==> src/rtl/hazard_ctrl.sv <==
// Pipeline hazard unit: tracks the producers in E/M/W and derives operand
// bypass selects, the D-stage stall/flush and a running stall counter.
module hazard_ctrl #(
  parameter int unsigned CNT_W = 32
) (
  input  logic             clk,
  input  logic             reset,
  input  logic [4:0]       rsD,
  input  logic [4:0]       rtD,
  input  logic             use_rs_bD,
  input  logic             use_rt_bD,
  input  logic             use_rs_jrD,
  input  logic             use_rt_jiD,
  input  logic             use_rs_aluD,
  input  logic             use_rt_aluD,
  input  logic             use_rt_memD,
  input  logic [4:0]       dstD,
  input  logic [1:0]       srcD,
  output logic [1:0]       bypass_rs_b,
  output logic [1:0]       bypass_rt_b,
  output logic [1:0]       bypass_rs_jr,
  output logic [1:0]       bypass_rt_ji,
  output logic [1:0]       bypass_rs_alu,
  output logic [1:0]       bypass_rt_alu,
  output logic             bypass_rt_mem,
  output logic             stall,
  output logic             flushE,
  output logic [CNT_W-1:0] stall_cnt
);

  typedef enum logic [1:0] {
    SRC_NONE = 2'd0,
    SRC_PC8  = 2'd1,
    SRC_ALU  = 2'd2,
    SRC_LOAD = 2'd3
  } src_t;

  typedef struct packed {
    logic       valid;
    logic [4:0] dst;
    src_t       src;
  } stage_t;

  stage_t     e_q, m_q, w_q;
  logic [4:0] rs_e, rt_e, rt_m;
  logic       use_rs_alu_e, use_rt_alu_e, use_rt_mem_e, use_rt_mem_m;

  function automatic logic hit(input stage_t s, input logic [4:0] r);
    return s.valid && (s.src != SRC_NONE) && (s.dst == r) && (r != 5'd0);
  endfunction

  // D-stage consumer: returns {stall, select}; jump selects are shifted by one
  // because pc_plus8E occupies code 1.
  function automatic logic [2:0] d_fwd(input logic use_f, input logic [4:0] r,
                                       input logic is_jump, input stage_t e,
                                       input stage_t m, input stage_t w);
    logic       stl;
    logic [1:0] sel;
    stl = 1'b0;
    sel = 2'd0;
    if (use_f) begin
      if (hit(e, r)) begin
        if (is_jump && e.src == SRC_PC8) sel = 2'd1;
        else                             stl = 1'b1;
      end else if (hit(m, r)) begin
        if (m.src == SRC_LOAD) stl = 1'b1;
        else                   sel = is_jump ? 2'd2 : 2'd1;
      end else if (hit(w, r)) begin
        sel = is_jump ? 2'd3 : 2'd2;
      end
    end
    return {stl, sel};
  endfunction

  function automatic logic [2:0] e_fwd(input logic use_f, input logic [4:0] r,
                                       input stage_t m, input stage_t w);
    logic       stl;
    logic [1:0] sel;
    stl = 1'b0;
    sel = 2'd0;
    if (use_f) begin
      if (hit(m, r)) begin
        if (m.src == SRC_LOAD) stl = 1'b1;
        else                   sel = 2'd1;
      end else if (hit(w, r)) begin
        sel = 2'd2;
      end
    end
    return {stl, sel};
  endfunction

  logic [2:0] f_rs_b, f_rt_b, f_rs_jr, f_rt_ji, f_rs_alu, f_rt_alu;
  logic       load_use;

  always_comb begin
    f_rs_b   = d_fwd(use_rs_bD,  rsD, 1'b0, e_q, m_q, w_q);
    f_rt_b   = d_fwd(use_rt_bD,  rtD, 1'b0, e_q, m_q, w_q);
    f_rs_jr  = d_fwd(use_rs_jrD, rsD, 1'b1, e_q, m_q, w_q);
    f_rt_ji  = d_fwd(use_rt_jiD, rtD, 1'b1, e_q, m_q, w_q);
    f_rs_alu = e_fwd(e_q.valid && use_rs_alu_e, rs_e, m_q, w_q);
    f_rt_alu = e_fwd(e_q.valid && use_rt_alu_e, rt_e, m_q, w_q);
    load_use = (e_q.src == SRC_LOAD) &&
               ((use_rs_aluD && hit(e_q, rsD)) || (use_rt_aluD && hit(e_q, rtD)));

    bypass_rs_b   = f_rs_b[1:0];
    bypass_rt_b   = f_rt_b[1:0];
    bypass_rs_jr  = f_rs_jr[1:0];
    bypass_rt_ji  = f_rt_ji[1:0];
    bypass_rs_alu = f_rs_alu[1:0];
    bypass_rt_alu = f_rt_alu[1:0];
    bypass_rt_mem = m_q.valid && use_rt_mem_m && hit(w_q, rt_m);
    stall  = f_rs_b[2] | f_rt_b[2] | f_rs_jr[2] | f_rt_ji[2] |
             f_rs_alu[2] | f_rt_alu[2] | load_use;
    flushE = stall;
  end

  always_ff @(posedge clk) begin
    if (reset) begin
      e_q.valid <= 1'b0;
      m_q.valid <= 1'b0;
      w_q.valid <= 1'b0;
      stall_cnt <= '0;
    end else begin
      e_q          <= '{valid: !stall, dst: dstD, src: src_t'(srcD)};
      rs_e         <= rsD;
      rt_e         <= rtD;
      use_rs_alu_e <= use_rs_aluD;
      use_rt_alu_e <= use_rt_aluD;
      use_rt_mem_e <= use_rt_memD;
      m_q          <= e_q;
      rt_m         <= rt_e;
      use_rt_mem_m <= use_rt_mem_e;
      w_q          <= m_q;
      if (stall) stall_cnt <= stall_cnt + 1'b1;
    end
  end

endmodule

==> config.mk <==
export PLATFORM = sky130hd
export DESIGN_NAME = hazard_ctrl
export DESIGN_NICKNAME = d
export VERILOG_FILES = /design/src/rtl/hazard_ctrl.sv
export SDC_FILE = /design/constraint.sdc
export NUM_CORES = 1
export LEC_CHECK = 0
export BUFFER_PORTS_ARGS = -buffer_cell sky130_fd_sc_hd__buf_4
export CAP_MARGIN = 20
export CORE_MARGIN = 4
export CORE_UTILIZATION = 45
export DETAILED_ROUTE_END_ITERATION = 8
export PLACE_DENSITY = 0.71
export SLEW_MARGIN = 40
export SYNTH_ARGS = -nofsm -noshare
export SYNTH_HDL_FRONTEND = slang
export SYNTH_SLANG_ARGS = --single-unit
==> constraint.sdc <==
create_clock -name clk -period 3.89 [get_ports clk]
set_input_delay 0 -clock clk [delete_from_list [all_inputs] [get_ports clk]]
set_output_delay 0 -clock clk [all_outputs]
set_load 0.02 [all_outputs]
==> reports/results.md <==
| Parameter | Value | Unit |
|:---|:---|:---|
| Run status | completed | - |
| Clk slew on worst S/H paths | 0.08 | ns |
| Worst-case register-to-register setup slack | 0.95 | ns |
| Post-synth design cell area | 0.00393 | mm² |
| Asr flop ratio synth | 0 | - |
| Worst setup path endpoint | flushE | - |
| Die Y | 101 | µm |
| Share of synthesized cell area in and, or, nand and nor gates | 0.218 | - |
| Unique cell type count in the Yosys netlist | 47 | - |
| Combinational family with the most area after synthesis | simple AND/OR/NAND/NOR gates | - |
| Arrival time worst endpoint | 2.97 | ns |
| Share of the synthesized netlist area taken by xor and xnor gates | 0.125 | - |
| Required time of the critical path | 3.89 | ns |
| Static Leak | 1.80 | nW |
| Max clock buf depth | 2 | - |
| First-pass detailed-route iteration total | 4 | - |
| Worst setup SP type | primary input | - |
| Post-cts resize count | 0 | - |
| Biggest area consumer among synthesized cells | sky130_fd_sc_hd__edfxtp_1 | - |
| Compound-cell area share of the yosys netlist | 0.128 | - |
| YS warnings | 0 | - |
| Number of antenna repair diodes | 0 | - |
| Post-Syn Instances | 386 | - |
| Count of flip-flops with a built-in enable after synthesis | 40 | - |
| Die Width | 101 | µm |
| Slew Limit Headroom | 0.551 | - |
| Clock latency reported for the late side of the worst-skew pair | 0.34 | ns |
| Kind of critical path | in -> out | - |
| Total global routing overflow | 0 | - |
| Floorplan Core Area | 0.00834 | mm² |
| Startpoint of the most critical register-to-register path | m_q[5]$_DFFE_PN_ | - |
| Number of global-route vias before repair | 3,186 | - |
| Setup_tns | 0 | ns |
| Placed cell count | 545 | - |
| Final Hold Vio Count | 0 | - |
| Unrepaired setup endpoints after global routing | no | - |
| Critical path origin | rtD[1] | - |
| Post-DP HPWL | 6840 | µm |
| Clock root buffer | sky130_fd_sc_hd__clkbuf_8 | - |
| Seq/Total Area, Yosys | 0.485 | - |
| CTS Buf Count | 9 | - |
| Boundary Pins | 73 | - |
| Number of standard cells in the layout, taps in and fillers out | 581 | - |
| Period utilization | 0.763 | - |
| Overall via count from detail_route | 3,310 | - |
| Layout net count | 498 | - |
| Antenna violation net count after detailed routing | 0 | - |
| Final number of max-transition violations | 0 | - |
| Initial antenna violation count | 0 | - |
| Number of filler cells placed in the layout | 701 | - |
| Worst IR Drop VDD | 193 | µV |
| Number of storage elements in the synthesis netlist | 75 | - |
| Drt total wl | 9680 | µm |
| Final setup vio count | 0 | - |
| Setup Skew | 0.00699 | ns |
| Worst setup EP type | output pin | - |
| Wire length per cell after detailed routing | 16.7 | µm |
| R2r endpoint | stall_cnt[15]$_SDFFE_PP0P_ | - |
| Path type of the worst min-delay path | in -> reg | - |
| Fmax | 337 | MHz |
| Clock Sink Count | 75 | - |
| Combined global-route utilization of all metal layers | 0.195 | - |
| Number of H-tree levels | 3 | - |
| Time the final worst path needs with I/O delays and setup | 2.97 | ns |
| DRC viols | 0 | - |
| Syn Nets | 413 | - |
| Port buffer count | 72 | - |
| Most instantiated flip-flop cell in the synthesis netlist | sky130_fd_sc_hd__edfxtp_1 | - |
| Global-route wire length before repair | 15,800 | µm |
| Maximum capacitance violations | 0 | - |
| Starting Density | 0.471 | - |
| Number of cell instances on the worst register-to-register path | 8 | - |
| Final Wtd Congestion | 0.871 | - |
| Top area cells in the synthesized netlist | sky130_fd_sc_hd__edfxtp_1 31%, sky130_fd_sc_hd__dfxtp_1 18%, sky130_fd_sc_hd__xor2_1 6.5% | - |
| Share of layout cells above drive strength 1 | 0.202 | - |
| Power per cell area | 363 | mW/mm² |
| Proportion of synthesized area in mux cells | 0.00638 | - |
| Area share of the largest cell type after synthesis | 0.306 | - |
| Largest net degree at the start of global routing | 61 | - |
| Number of design-rule violations left by the first detailed-router iteration | 153 | - |
| Per-instance average area after synthesis | 10.2 | µm² |
| Post-route core utilization | 0.591 | - |
| Measured slew at the worst slew-check pin | 0.668 | ns |
| Area of the die | 0.0103 | mm² |
| Post-detailed-route via-to-cell ratio | 5.70 | - |
| Maximum net fanout on the critical path | 60 | - |
| Post-synthesis adder-cell area fraction | 0.00319 | - |
| Area added between synthesis and finish | 25.6 | % |
| Clock tree from TritonCTS | yes | - |
| Row cnt | 33 | - |
metrics by stage:
stage	setup WS, ns	power, mW	hold WS, ns	cell area, µm²
6_report	0.922	1.79	0.0463	4930
5_1_grt	0.747	1.85	0.0578	4930
4_1_cts	0.946	1.80	0.0439	4930
3_5_place_dp	1.01	1.08	0.180	4500
3_3_place_gp	1.13	1.07	0.180	4500
2_1_floorplan	1.40	1.02	0.0989	3930
synth_stat cells (all sizes together), types with 14 or more instances:
library cell,number
edfxtp,40
dfxtp,35
xor2,29
a21oi,28
xnor2,27
nand3,22
o21ai,21
or3,21
nor2,18
nand2,15
clkbuf,14
o21a,14
or4,14
cell usage in the layout (no fill, tap or decap), drive strengths merged, types with 2 or more instances in the layout:
cell         Yosys  layout
nor3            12      12
dlygate4sd3      0      20
xor2            29      29
buf              6      74
nor2            18      18
xnor2           27      27
and3             9       9
o22a             2       2
clkinv           0       3
nor2b            3       3
o211ai           2       2
clkbuf          14      10
bufinv           0       3
nor4             9       9
a21oi           28      28
o21a            14      14
and4             3       3
edfxtp          40      40
o31a             2       2
nor4b            2       2
nand2           15      15
and2             6       6
o311a            2       2
or4             14      14
nand3           22      22
or3             21      21
inv              6       6
o21ai           21      21
o31ai            5       5
dfxtp           35      35
nand4           10      10
power breakdown:
part | leakage [nW] | total [mW] | switching, mW | internal (mW)
clock | 0.118 | 0.715 | 0.293 | 0.423
sequential | 0.674 | 0.914 | 0.0422 | 0.872
combinational | 1.01 | 0.162 | 0.0809 | 0.0813
total | 1.80 | 1.79 | 0.416 | 1.38
routing by layer:
metal | vias to the layer above | part of all wire | global-route usage
met3 | 6 | 0.070 | 0.0365
met1 | 1587 | 0.46 | 0.277
met2 | 107 | 0.46 | 0.302
li1 | 1610 | - | -
met4 | 0 | 0.0079 | 0.0634
met5 | - | 0 | 0
worst max-delay path: stages:
cell and delay [ns]:
sky130_fd_sc_hd__dlygate4sd3_1 0.56, sky130_fd_sc_hd__buf_4 0.18, sky130_fd_sc_hd__or4_4 0.56, sky130_fd_sc_hd__o211ai_4 0.22, sky130_fd_sc_hd__nor2_2 0.08, sky130_fd_sc_hd__o22a_1 0.26, sky130_fd_sc_hd__nor4_4 0.27, sky130_fd_sc_hd__buf_4 0.47
sky130_fd_sc_hd__inv_1 0.17, sky130_fd_sc_hd__buf_4 0.20
kinds of logic after synthesis:
logic type | Yosys count
and+or+nand+nor | 147
AOI/OAI and AO/OA | 79
DFF | 75
xor gates and xnor gates | 56
buffers and inverters | 26
muxes | 2
adders and majority gates | 1
sequential cells by signal, summed over array words and instances (netlist names), 5 cells and up:
register / flops
rs_e: 5
rt_e: 5
rt_m: 5
w_q: 8
e_q: 8
stall_cnt: 32
m_q: 8
layout make-up:
cell class                      instances  area (µm²)  area share
Clock buffer                           10         128      0.0259
Clock inverter                          6         104      0.0211
Inverter                                6        22.5     0.00457
Multi-Input combinational cell        285        1890       0.383
Sequential cell                        75        1900       0.386
Tap cell                              105         131      0.0266
Timing Repair Buffer                   94         756       0.153
worst min path at each step:
stage	start	to	slack, ns	depth (start not counted)
floorplan	srcD[0]	e_q[0]$_DFFE_PN_	0.1	0
global placement	srcD[0]	e_q[0]$_DFFE_PN_	0.18	1
detailed placement	srcD[1]	e_q[1]$_DFFE_PN_	0.18	1
CTS	reset	stall_cnt[2]$_SDFFE_PP0P_	0.04	2
global route	reset	stall_cnt[0]$_SDFFE_PP0P_	0.06	2
finish	reset	stall_cnt[2]$_SDFFE_PP0P_	0.05	2
timing repair:
| item | CTS | global route |
|---|---|---|
| buffers inserted | 0 | 0 |
| hold buffers | 20 | 0 |
| endpoints found under the hold margin | 20 | 0 |
Power figures use the tool's default switching activity.
